--- src/rtl/alu_acc_seq.sv ---
// alu_acc_seq: registered accumulator ALU with a multi-cycle shift-add multiply.
// Operand A is Data; operand B is the low half of the output register.
// Optional feature: define ALU_ACC_OVF_EN to add the registered Overflow output.
module alu_acc_seq #(
    parameter int WIDTH      = 4,
    parameter int MUL_CYCLES = WIDTH
) (
    input  logic               Clock,
    input  logic               Reset_b,
    input  logic [WIDTH-1:0]   Data,
    input  logic [2:0]         Function,
    input  logic               Enable,
    output logic [2*WIDTH-1:0] ALUout,
    output logic               Busy,
    output logic               Done
`ifdef ALU_ACC_OVF_EN
    ,
    output logic               Overflow
`endif
);

    localparam int CNT_W = $clog2(MUL_CYCLES + 1);
    localparam logic [CNT_W-1:0] LAST_ITER = CNT_W'(MUL_CYCLES - 1);

    typedef enum logic {
        S_IDLE,
        S_MUL
    } state_t;

    state_t               state;
    logic [2*WIDTH-1:0]   mcand;
    logic [WIDTH-1:0]     mplier;
    logic [2*WIDTH-1:0]   acc;
    logic [CNT_W-1:0]     cnt;

    logic [WIDTH-1:0]     b;
    logic [WIDTH:0]       sum;
    logic [WIDTH:0]       diff;
    logic [2*WIDTH-1:0]   op_result;
    logic [2*WIDTH-1:0]   acc_next;
    logic                 op_accept;
    logic                 mul_last;

    assign b = ALUout[WIDTH-1:0];

    // Single-cycle result for the selected function (111 and 110 keep the register value)
    always_comb begin
        sum       = {1'b0, Data} + {1'b0, b};
        diff      = {1'b0, Data} - {1'b0, b};
        op_result = ALUout;
        case (Function)
            3'b000:  op_result = {{(WIDTH-1){1'b0}}, sum};
            3'b001:  op_result = {{(WIDTH-1){diff[WIDTH]}}, diff};
            3'b010:  op_result = {{WIDTH{b[WIDTH-1]}}, b};
            3'b011:  op_result = {{(2*WIDTH-1){1'b0}}, |{Data, b}};
            3'b100:  op_result = {{(2*WIDTH-1){1'b0}}, &{Data, b}};
            3'b101:  op_result = {Data, b};
            default: op_result = ALUout;
        endcase
    end

    // One shift-add step: add the shifted multiplicand when the current multiplier bit is set
    always_comb begin
        acc_next  = mplier[0] ? acc + mcand : acc;
        op_accept = (state == S_IDLE) && Enable && (Function != 3'b110);
        mul_last  = (state == S_MUL) && (cnt == LAST_ITER);
    end

    // Control FSM, result register and multiplier datapath
    always_ff @(posedge Clock or negedge Reset_b) begin
        if (!Reset_b) begin
            state  <= S_IDLE;
            ALUout <= '0;
            Busy   <= 1'b0;
            Done   <= 1'b0;
            mcand  <= '0;
            mplier <= '0;
            acc    <= '0;
            cnt    <= '0;
        end else begin
            case (state)
                S_IDLE: begin
                    Done <= 1'b0;
                    if (Enable) begin
                        if (Function == 3'b110) begin
                            mcand  <= {{WIDTH{1'b0}}, Data};
                            mplier <= b;
                            acc    <= '0;
                            cnt    <= '0;
                            Busy   <= 1'b1;
                            state  <= S_MUL;
                        end else begin
                            ALUout <= op_result;
                            Done   <= 1'b1;
                        end
                    end
                end
                S_MUL: begin
                    acc    <= acc_next;
                    mcand  <= mcand << 1;
                    mplier <= mplier >> 1;
                    cnt    <= cnt + 1'b1;
                    if (cnt == LAST_ITER) begin
                        ALUout <= acc_next;
                        Busy   <= 1'b0;
                        Done   <= 1'b1;
                        state  <= S_IDLE;
                    end
                end
                default: state <= S_IDLE;
            endcase
        end
    end

`ifdef ALU_ACC_OVF_EN
    logic op_ovf;

    // Overflow flag for the single-cycle op: carry for add, signed overflow for subtract
    always_comb begin
        op_ovf = 1'b0;
        case (Function)
            3'b000:  op_ovf = sum[WIDTH];
            3'b001:  op_ovf = (Data[WIDTH-1] != b[WIDTH-1]) && (diff[WIDTH-1] != Data[WIDTH-1]);
            default: op_ovf = 1'b0;
        endcase
    end

    // Overflow register follows every completed op, multiply always clears it
    always_ff @(posedge Clock or negedge Reset_b) begin
        if (!Reset_b) begin
            Overflow <= 1'b0;
        end else if (op_accept) begin
            Overflow <= op_ovf;
        end else if (mul_last) begin
            Overflow <= 1'b0;
        end
    end
`else
    logic unused_ok;
    assign unused_ok = op_accept ^ mul_last;
`endif

endmodule

--- config.mk ---
export PLATFORM = sky130hd
export DESIGN_NAME = alu_acc_seq
export DESIGN_NICKNAME = d
export VERILOG_FILES = /design/src/rtl/alu_acc_seq.sv
export SDC_FILE = /design/constraint.sdc
export NUM_CORES = 1
export LEC_CHECK = 0
export CORE_UTILIZATION = 30
export DETAILED_ROUTE_END_ITERATION = 7
export PLACE_DENSITY = 0.45
export SYNTH_ARGS = -nofsm -noshare
export SYNTH_HDL_FRONTEND = slang
export SYNTH_SLANG_ARGS = --single-unit
--- constraint.sdc ---
create_clock -name Clock -period 2.74 [get_ports Clock]
set_clock_uncertainty 0.15 [all_clocks]
set_input_delay 0.548 -clock Clock [delete_from_list [all_inputs] [get_ports Clock]]
set_output_delay 0.548 -clock Clock [all_outputs]
set_load 0.02 [all_outputs]
# [Yosys cells after proc, flatten, opt, wreduce, memory -nomap -nowiden]
# Index checks and enable logic that the tools add are counted.
[totals] word_cells=66 reg_bits=34 inputBits=10
[op_classes] eq_ne=15 bitwise_logic=1 n_reduce_logical=7 n_mux=30 add_sub_neg=4
[op_table] op="8-bit two-way mux" count=8
[op_table] op="8-bit one-hot mux with 2 select lines" count=3
[op_table] op="8-bit one-hot mux with 6 select lines" count=1
[op_table] op="3-bit by 2-bit equality test with 1-bit output (second input constant)" count=3
[op_table] op="3-bit equality test (second input constant)" count=3
[op_table] op="1-bit two-way mux" count=9
[op_table] op="8-bit adder" count=1
[op_table] op="4-bit two-way mux" count=2
[op_table] op="2-bit inequality test (second input constant)" count=4
[op_table] op="4-bit one-hot mux with 2 select lines" count=1
[op_table] op="8-bit AND reduction" count=1
[op_table] op="8-bit OR reduction" count=1
[op_table] op="7-bit by 1-bit inequality test with 1-bit output (second input constant)" count=1
[op_table] op="3-bit two-way mux" count=2
[op_table] op="1-bit one-hot mux with 2 select lines" count=3
[op_table] op="3-bit one-hot mux with 2 select lines" count=1
[op_table] op="6-bit AND reduction" count=1
[op_table] op="4-bit by 4-bit adder with 5-bit output" count=1
[op_table] op="5-bit by 1-bit inequality test with 1-bit output (second input constant)" count=1
[op_table] op="4-bit by 4-bit subtractor with 5-bit output" count=1
[op_table] op="2-bit by 1-bit inequality test with 1-bit output (second input constant)" count=2
[op_table] op="4-bit AND reduction" count=1
[op_table] op="3-bit by 1-bit adder with 3-bit output (second input constant)" count=1
[op_table] op="3-bit by 1-bit equality test with 1-bit output (second input constant)" count=1
[op_table] op="4 further kinds" count=4

# [Depth between registers and ports, before layout]
# Gate-level depths: netlist of the first run.
[logic_depth] word_depth=5 ltp_mapped=10 depth_no_buf=10

# [Worst setup path before layout of the first run]
# No wires, ideal clock.
[synth_path] path_kind="reg-to-reg" from="register mcand[0]" to="register ALUout[6]" n_path_buf=0 path_stages_with_launch=9 slack_ps=425 t_required_ps=2448 arrival_time_ps=2023 path_cell_list="dfrtp_1 -> ha_1 -> fa_1 -> a21o_1 -> a2111oi_4 -> xnor2_1 -> mux2_4 -> nand2_2 -> a41oi_2"
[synth_between] elab_chain_cells=4
[synth_lines] element="start, declared" line="31" source="logic [2*WIDTH-1:0] mcand;"
[synth_lines] element="start signal, assigned" line="86" source="mcand <= {{WIDTH{1'b0}}, Data};"
[synth_lines] element="start signal, assigned" line="100" source="mcand <= mcand << 1;"
[synth_lines] element="8-bit adder" line="64" source="acc_next = mplier[0] ? acc + mcand : acc;"
[synth_lines] element="8-bit two-way mux" line="64"
[synth_lines] element="8-bit two-way mux" line="103" source="if (cnt == LAST_ITER) begin"
[synth_lines] element="8-bit one-hot mux with 2 select lines" line="81" source="case (state)"
[synth_lines] element="end signal, assigned" line="93" source="ALUout <= op_result;"
[synth_lines] element="end signal, assigned" line="104" source="ALUout <= acc_next;"
[synth_lines] element="end, declared" line="13" source="output logic [2*WIDTH-1:0] ALUout,"
# No other way between the ends. The select of a mux whose other input is x is not followed.
# A chain may end at the register's enable or synchronous reset.

# [Worst setup path in the final report of the first run]
# Ends and elaborated chain as after synthesis.

==> qor.csv, run 1 <==
stage,metric,value,unit
cts,Post CTS Setup Buffer Count,0,
detailed_routing,drt first pass iters,4,
worst_setup_path,worst setup path start,mcand[0],
power,Seq pwr share,34.8,%
power,Internal Power,1.51,mW
cts,CTS sink count,34,
power,Lkg Pwr,1.29,nW
worst_setup_path,Levels on crit path,8,
detailed_routing,total vias in the final route,2027,
sta,FMAX,0.397,GHz
sta,Least-Margin Pin Slew,0.796,ns
power,Comb power frac,50.4,%
die,Core ar.,0.00741,sq mm
cts,number of hold buffers added after CTS,0,
sta,final worst slack,0.224,ns
cts,root buf cell,clkbuf_8,
cts,Worst-Skew Late Latency,0.29,ns
worst_setup_path,crit-path cells,"ha_1, fa_1, a21o_1, a2111oi_4, xnor2_1, mux2_4, nand2_2, a41oi_2",
place,port buffer count,19,
sta,"Slew Viols, Final",0,
sta,Tcrit/Tclk final,91.8,%
synthesis,distinct cell type count after synthesis,55,
synthesis,Syn Inst Count,263,
global_routing,initial antenna violation count,0,
worst_setup_path,worst-path maximum fanout,3,
sta,hold slack,0.194,ns
detailed_routing,DRC errors left,0,
synthesis,"Seq/Total Area, Yosys",36.3,%
place,DP Worst Slack,-0.0107,ns
final_layout,"Core Util, Final",38.4,%
global_routing,overflow left after global routing,0,
final_layout,layout cells sized above 1,14.0,%
die,Die H,90.4,microns
synthesis,Async SR Flop Fraction,100,%
power,sw power,1.15,mW
flow_run,total of max-cap violations,0,
die,initial core utilization,31.7,%
worst_setup_path,critical path capture point type,register,
sta,unrepaired setup endpoints after global routing,no,
worst_setup_path,cell family with most CP delay,adder cells,
worst_setup_path,Worst Path Required,2.74,ns
cts,CTS Buf Count,5,
worst_setup_path,Reg2Reg Capture Point,ALUout[6],
worst_setup_path,WP buf/inv,0,
sta,final hold vios,0,
detailed_routing,vias per inst,5.09,
cts,Post-CTS Resized,0,
cts,H-Tree Depth,2,
worst_setup_path,reg2reg start,mcand[0],
worst_setup_path,WS Path Type,register to register,
run_status,outcome,finished clean,
detailed_routing,DRT iter0 DRCs,80,
worst_setup_path,Crit path largest cell delay,0.42,ns
global_routing,total track usage,16.2,%
power,Cell Pwr Density,934,mW/mm^2
place,DP Cell Count,390,
cts,CTS tree,built,
cts,register clock-pin slew on the reported worst setup and hold paths,0.08,ns
hold_path,Hold WC Path Type,input port to async pin,
worst_setup_path,Crit path arrival time,2.52,ns
synthesis,post-synthesis register bit count,34,
final_layout,most frequent cells in the layout,"nand2_1 (47), dfrtp_1 (34), o21ai_0 (22)",
synthesis,Post-Syn Area per Cell,8.92,sq um
worst_setup_path,Worst R2R Setup Slack,0.22,ns
detailed_routing,antenna-violating nets left,0,
power,VDD IR max,381,uV
power,clock power share,14.8,%
global_routing,first-pass GRT wire length,10500,microns
synthesis,main flop type after synthesis,dfrtp_1,
worst_setup_path,critical path startpoint category,register,
detailed_routing,routed len/inst,15.1,microns
sta,Slew headroom,46.9,%
global_routing,largest net degree at the start of global routing,35,
power,Tot Pwr,2.66,mW
synthesis,number of synthesized flops with an enable pin,0,
synthesis,Synthesis Warnings,0,
power,Sw Ratio,43.1,%
final_layout,Ant. Diodes,0,
final_layout,# nets final,331,
cts,clock buffer depth,2,
worst_setup_path,Worst Setup EP,ALUout[6],
synthesis,Post-Synthesis Cell Area,0.00235,sq mm
final_layout,"most common cell after layout, fill and taps aside",nand2_1,
sta,final worst path period need,2.52,ns
die,row cnt,31,
sta,Final Setup Violations,0,
final_layout,Area Growth Syn to Fin,21.4,%
final_layout,Finished Layout Cells,398,
place,Final Wtd Congestion,0.875,
die,die area,0.00818,sq mm
die,Die X,90.4,microns
detailed_routing,overall routed net length,6020,microns
worst_setup_path,slowest CP cell,fa_1,
worst_setup_path,R2R depth,8,
die,I/O pins,20,
synthesis,Synth Net Count,296,
place,DP Wirelength,4620,microns
global_routing,vias in the first global route,2140,
-- routing by layer --
metal | part of all wire (%) | GRT usage (%) | vias to the layer above
li1 | - | - | 1017
met1 | 50 | 20.3 | 958
met2 | 46 | 27.6 | 42
met3 | 2.6 | 2.61 | 10
met4 | 2.2 | 6.32 | 0
met5 | 0 | 0 | -
-- how the worst min path moves through the flow --
stage	depth (start not counted)	slack, ns	endpoint
after floorplan	0	0.10	ALUout[0]
after global placement	2	0.32	mplier[1]
after detailed placement	2	0.32	mplier[1]
after CTS	1	0.22	cnt[2]
after global routing	1	0.25	mplier[0]
final	1	0.19	acc[1]
-- sequential cells by signal, summed over array words and instances, names as in the netlist --
signal and count:
Busy 1, mcand 8, mplier 4, state 1, cnt 3, Done 1
acc 8, ALUout 8
-- stage by stage --
stage	cell area [sq um]	TNS, ns
after floorplan	2350	0
after global placement	2750	-0.00724
after detailed placement	2750	-0.0163
final	2850	0
after global routing	2850	0
after CTS	2850	0
-- synthesized netlist by cell type (5+ instances only) --
library cell	instances	area (sq um)
a21oi_1	16	80.1
clkbuf_1	5	18.8
dfrtp_1	34	851
ha_1	20	250
inv_1	14	52.6
mux2i_1	5	50.1
nand2_1	47	176
nor2_1	18	67.6
o211ai_1	5	37.5
o21ai_0	22	110
-- logic make-up (layout without fill, tap and decap cells) --
logic type	after synthesis	after routing	synth area share [%]
AO/OA/AOI/OAI	73	73	21.0
XOR/XNOR	4	4	1.49
adder cells (fa/ha/maj)	23	23	13.2
buffers and inverters	24	60	4.16
flip-flops	34	34	36.3
multiplexers	9	9	4.21
AND/OR/NAND/NOR	96	96	19.7
-- power by group through the flow --
| stage | Clock, mW | Combinational [mW] | Sequential [mW] |
|---|---|---|---|
| after floorplan | 0 | 0.852 | 0.926 |
| after global placement | 0 | 1.35 | 0.939 |
| after detailed placement | 0 | 1.35 | 0.935 |
| after CTS | 0.409 | 1.35 | 0.928 |
| after global routing | 0.431 | 1.52 | 0.965 |
| final | 0.393 | 1.34 | 0.926 |
-- layout make-up --
type,instances,area (sq um)
inverter,14,52.6
fill,777,4560
clock buffer,6,82.6
sequential,34,851
tap,99,124
clock inverter,2,12.5
multi-input combinational,205,1400
timing repair buffer,38,328
(Power assumes the default switching activity.)
==> run 2: changes to the inputs <==
Settings changed: ABC_AREA set to 1, CAP_MARGIN set to 20.
==> qor.csv, run 2 <==
stage,metric,value,unit
synthesis,distinct cell type count after synthesis,34,
global_routing,first-pass GRT wire length,10500,microns
die,row cnt,32,
detailed_routing,DRT iter0 DRCs,84,
hold_path,Hold WC Path Type,input port to async pin,
die,initial core utilization,31.0,%
worst_setup_path,reg2reg start,ALUout[0],
sta,FMAX,0.431,GHz
sta,Final Setup Violations,0,
die,Die H,91.3,microns
detailed_routing,Metal-1 WL,3140,microns
final_layout,Ant. Diodes,0,
synthesis,Async SR Flop Fraction,100,%
sta,final worst path period need,2.32,ns
final_layout,# nets final,376,
synthesis,most common cell in the synthesized netlist,nand2_1,
power,Lkg Pwr,1.39,nW
worst_setup_path,critical path capture point type,register,
sta,"Slew Viols, Final",0,
global_routing,initial antenna violation count,0,
cts,CTS tree,built,
die,Core ar.,0.00773,sq mm
sta,Least-Margin Pin Slew,0.796,ns
worst_setup_path,R2R depth,10,
global_routing,total track usage,16.2,%
synthesis,Synth area leaders,"dfrtp_1 (36%), nand2_1 (11%), ha_1 (10%)",
worst_setup_path,critical path startpoint category,input port,
detailed_routing,vias per inst,4.76,
global_routing,overflow left after global routing,0,
sta,setup_tns,0,ns
cts,Post-CTS Resized,0,
place,Final Wtd Congestion,0.918,
global_routing,vias in the first global route,2042,
final_layout,"most common cell after layout, fill and taps aside",nand2_1,
power,VDD IR max,272,uV
cts,CTS sink count,34,
synthesis,Syn Inst Count,317,
synthesis,Synthesis Warnings,0,
cts,CTS Buf Count,5,
detailed_routing,uppermost routed layer,met4,
detailed_routing,met3 WL post-DR,163,microns
worst_setup_path,worst-path maximum fanout,4,
detailed_routing,drt first pass iters,4,
worst_setup_path,Reg2Reg Capture Point,ALUout[4],
synthesis,number of synthesized flops with an enable pin,0,
sta,Tcrit/Tclk final,84.6,%
cts,root buf cell,clkbuf_8,
synthesis,"Seq/Total Area, Yosys",35.5,%
final_layout,most frequent cells in the layout,"nand2_1 (70), inv_1 (43), dfrtp_1 (34)",
place,port buffer count,19,
synthesis,Post-Syn Area per Cell,7.55,sq um
detailed_routing,DRC errors left,0,
detailed_routing,met2 wire length,2760,microns
power,Cell Pwr Density,1100,mW/mm^2
sta,final hold vios,0,
worst_setup_path,Worst R2R Setup Slack,0.75,ns
synthesis,Synth Net Count,350,
cts,Worst-Skew Late Latency,0.29,ns
synthesis,main flop type after synthesis,dfrtp_1,
die,die area,0.00834,sq mm
detailed_routing,total vias in the final route,2125,
worst_setup_path,Crit path arrival time,2.39,ns
final_layout,Fillers,822,
die,Die X,91.3,microns
power,Tot Pwr,3.08,mW
synthesis,post-synthesis register bit count,34,
detailed_routing,antenna-violating nets left,0,
flow_run,total of max-cap violations,0,
synthesis,top cell type's share of synthesized area,35.5,%
worst_setup_path,Worst Path Required,2.81,ns
cts,register clock-pin slew on the reported worst setup and hold paths,0.08,ns
worst_setup_path,WS Path Type,input port to register,
final_layout,layout cells sized above 1,9.88,%
global_routing,largest net degree at the start of global routing,35,
sta,unrepaired setup endpoints after global routing,no,
cts,H-Tree Depth,2,
detailed_routing,routed len/inst,13.8,microns
sta,Slew headroom,47.0,%
place,DP Wirelength,4680,microns
die,I/O pins,20,
synthesis,Post-Synthesis Cell Area,0.00239,sq mm
final_layout,biggest regs,"ALUout: 8 flops, acc: 8 flops, mcand: 8 flops",
cts,number of hold buffers added after CTS,0,
final_layout,Area Growth Syn to Fin,17.5,%
synthesis,dominant cell type by area after synthesis,dfrtp_1,
cts,clock buffer depth,2,
run_status,outcome,finished clean,
cts,Post CTS Setup Buffer Count,0,
synthesis,commonest cells in the synthesized netlist,"nand2_1 (70), inv_1 (43), dfrtp_1 (34), nor2_1 (28), a21oi_1 (25)",
detailed_routing,overall routed net length,6160,microns
[run 2: cell types whose count changed after synthesis, moves of 7 or more]
| cell | previous run | this run |
|---|---|---|
| nand2_1 | 47 | 70 |
| inv_2 | 0 | 7 |
| nand3_1 | 2 | 18 |
| o21ai_0 | 22 | 15 |
| inv_1 | 14 | 43 |
| a21oi_1 | 16 | 25 |
| nor2_1 | 18 | 28 |
[run 2: critical path: stages]
cell,delay [ns]
clkdlybuf4s50_1,0.45
inv_1,0.09
ha_1,0.14
inv_1,0.06
fa_1,0.38
nand2_1,0.07
inv_1,0.05
o21ai_0,0.16
nand2_1,0.13
a21oi_1,0.18
nor2_1,0.05
nor2_1,0.08
[run 2: metal layers]
metal	vias to the layer above	global-route usage [%]
met2	37	24.9
met1	993	23.3
met5	-	0
met4	0	4.63
li1	1087	-
met3	8	2.51
[run 2: metrics by stage]
step           cell area (sq um)  setup WS (ns)  utilization [%]  hold WS, ns  instances
4_1_cts                     2810          0.408             36.4        0.213        446
3_3_place_gp                2720          0.158             35.2        0.323        438
2_1_floorplan               2390          0.750                -        0.102        317
3_5_place_dp                2720          0.117             35.2        0.327        438
5_1_grt                     2810          0.239             36.4        0.242        446
6_report                    2810          0.421             36.4        0.186        446
[run 2: logic make-up (layout without fill, tap and decap cells)]
kind of cell             after synthesis  after routing  share of synthesized area [%]
adder cells (fa/ha/maj)               23             23                           13.0
buffers and inverters                 57             84                           9.62
AND/OR/NAND/NOR                      140            140                           26.5
flip-flops                            34             34                           35.5
AO/OA/AOI/OAI                         61             61                           14.7
XOR/XNOR                               2              2                          0.732
[run 2: worst max path at each step]
stage	to	from	depth (start not counted)
detailed placement	ALUout[6]	Data[0]	12
finish	ALUout[4]	Data[0]	12
CTS	ALUout[6]	Data[0]	12
floorplan	ALUout[4]	Data[0]	11
global placement	ALUout[6]	Data[0]	12
global route	ALUout[4]	Data[1]	10
[run 2: layout make-up]
cell class                 count  area, sq um  share of cell area (%)
tap                          102          128                    4.54
multi-input combinational    226         1310                    46.7
clock inverter                 2         12.5                   0.445
inverter                      50          188                    6.68
clock buffer                   6         82.6                    2.94
timing repair buffer          26          238                    8.46
sequential                    34          851                    30.3
[run 2: power by group]
group / total, mW / internal (mW) / switching [mW]
clock: 0.394 / 0.202 / 0.192
sequential: 0.936 / 0.741 / 0.195
combinational: 1.75 / 0.691 / 1.06
==> run 3: changes to the inputs <==
Settings changed: PLACE_DENSITY 0.45 to 0.46.
Clock period 2.74 ns to 2.1 ns, I/O delays scaled along.
==> qor.csv, run 3 (synthesis results as in run 2) <==
stage,metric,value,unit
final_layout,post-route cell area,0.00302,sq mm
sta,final hold vios,0,
worst_setup_path,slowest CP cell,clkdlybuf4s50_1,
sta,Slew headroom,69.0,%
die,I/O pins,20,
flow_run,total of max-cap violations,0,
detailed_routing,vias per inst,4.76,
worst_setup_path,crit-path cells,clkdlybuf4s50_1,
final_layout,layout cells sized above 1,16.6,%
worst_setup_path,critical path capture point type,output port,
power,VDD IR max,383,uV
cts,H-Tree Depth,2,
sta,hold slack,0.335,ns
worst_setup_path,Worst R2R Setup Slack,0.20,ns
global_routing,initial antenna violation count,0,
global_routing,total track usage,16.3,%
die,Die X,91.3,microns
final_layout,Fillers,828,
die,Die H,91.3,microns
final_layout,Area Growth Syn to Fin,26.1,%
die,row cnt,32,
place,Final Wtd Congestion,0.870,
global_routing,vias in the first global route,2127,
place,DP Wirelength,5000,microns
detailed_routing,routed len/inst,13.7,microns
hold_path,Hold WC Path Type,register to register,
final_layout,# nets final,393,
final_layout,biggest regs,"ALUout: 8 flops, acc: 8 flops, mcand: 8 flops",
cts,number of hold buffers added after CTS,0,
final_layout,"most common cell after layout, fill and taps aside",nand2_1,
run_status,outcome,finished clean,
die,die area,0.00834,sq mm
place,port buffer count,19,
detailed_routing,DRC errors left,0,
cts,CTS sink count,34,
cts,clock buffer depth,2,
final_layout,Ant. Diodes,0,
cts,root buf cell,clkbuf_8,
die,Core ar.,0.00773,sq mm
final_layout,register area,851,sq um
detailed_routing,DRT iter0 DRCs,109,
worst_setup_path,WS Path Type,register to output port,
cts,Worst-Skew Late Latency,0.29,ns
power,Cell Pwr Density,1430,mW/mm^2
global_routing,overflow left after global routing,0,
worst_setup_path,cell family with most CP delay,buffers and inverters,
sta,final worst path period need,2.01,ns
place,Area after DPL,0.00287,sq mm
worst_setup_path,Crit path largest cell delay,0.66,ns
worst_setup_path,critical path startpoint category,register,
power,Lkg Pwr,1.50,nW
detailed_routing,total vias in the final route,2203,
worst_setup_path,Worst Path Required,1.53,ns
worst_setup_path,WP buf/inv,1,
detailed_routing,drt first pass iters,4,
worst_setup_path,Crit path arrival time,1.44,ns
global_routing,largest net degree at the start of global routing,35,
final_layout,Multi-input gate area,0.00134,sq mm
sta,Final Setup Violations,0,
sta,FMAX,0.497,GHz
sta,"Slew Viols, Final",0,
final_layout,most frequent cells in the layout,"nand2_1 (68), inv_1 (42), dfrtp_1 (34)",
detailed_routing,overall routed net length,6360,microns
sta,Tcrit/Tclk final,95.9,%
cts,register clock-pin slew on the reported worst setup and hold paths,0.08,ns
sta,Least-Margin Pin Slew,0.466,ns
cts,CTS tree,built,
cts,CTS Buf Count,5,
detailed_routing,antenna-violating nets left,0,
worst_setup_path,worst-path maximum fanout,6,
global_routing,first-pass GRT wire length,10700,microns
die,initial core utilization,31.0,%
sta,unrepaired setup endpoints after global routing,no,
[run 3: worst paths after layout]
path,from,endpoint,depth (start not counted)
worst max-delay path,ALUout[3],ALUout[3],1
worst min-delay path,cnt[0],cnt[0],1
worst max register to register,ALUout[3],ALUout[3],8
worst min register to register,cnt[0],cnt[0],1
max in group asynchronous,Reset_b,mcand[1],2
min in group asynchronous,Reset_b,acc[6],2
[run 3: where the power goes]
part           total [mW]  switching, mW  internal, mW
Sequential           1.24          0.270         0.967
Combinational        2.46           1.44          1.02
Clock               0.613          0.260         0.353
[run 3: per-stage QoR]
stage	instances	setup TNS [ns]	total power, mW	utilization [%]	setup WS, ns
after floorplan	317	0	2.82	-	0.192
after global placement	455	-1.99	3.65	37.2	-0.327
after detailed placement	455	-2.21	3.67	37.2	-0.361
after CTS	463	0	4.31	38.7	0.00463
after global routing	463	0	4.72	39.1	0.00740
final	463	0	4.31	39.1	0.0860
[run 3: what timing repair did]
action | in CTS | in global routing
resized for setup | 3 | 10
endpoints found under the setup margin | 4 | 6
buffers inserted | 0 | 0
hold endpoints to repair | 0 | 0
pin swaps | 2 | 2
[run 3: area by class of cell]
| class | count | share of cell area (%) |
|---|---|---|
| repair buffers | 43 | 13.3 |
| well taps | 102 | 4.23 |
| clock buffers | 5 | 2.28 |
| multi-input cells | 226 | 44.3 |
| inverters | 50 | 6.22 |
| clock inverters | 3 | 1.49 |
| flip-flops and latches | 34 | 28.2 |
[run 3: metal layers]
layer	global-route usage (%)	vias to the layer above	wire length (microns)
met1	22.6	1044	3230
li1	-	1123	-
met5	0	-	0
met2	26.6	31	2920
met4	3.97	0	65
met3	2.26	5	140
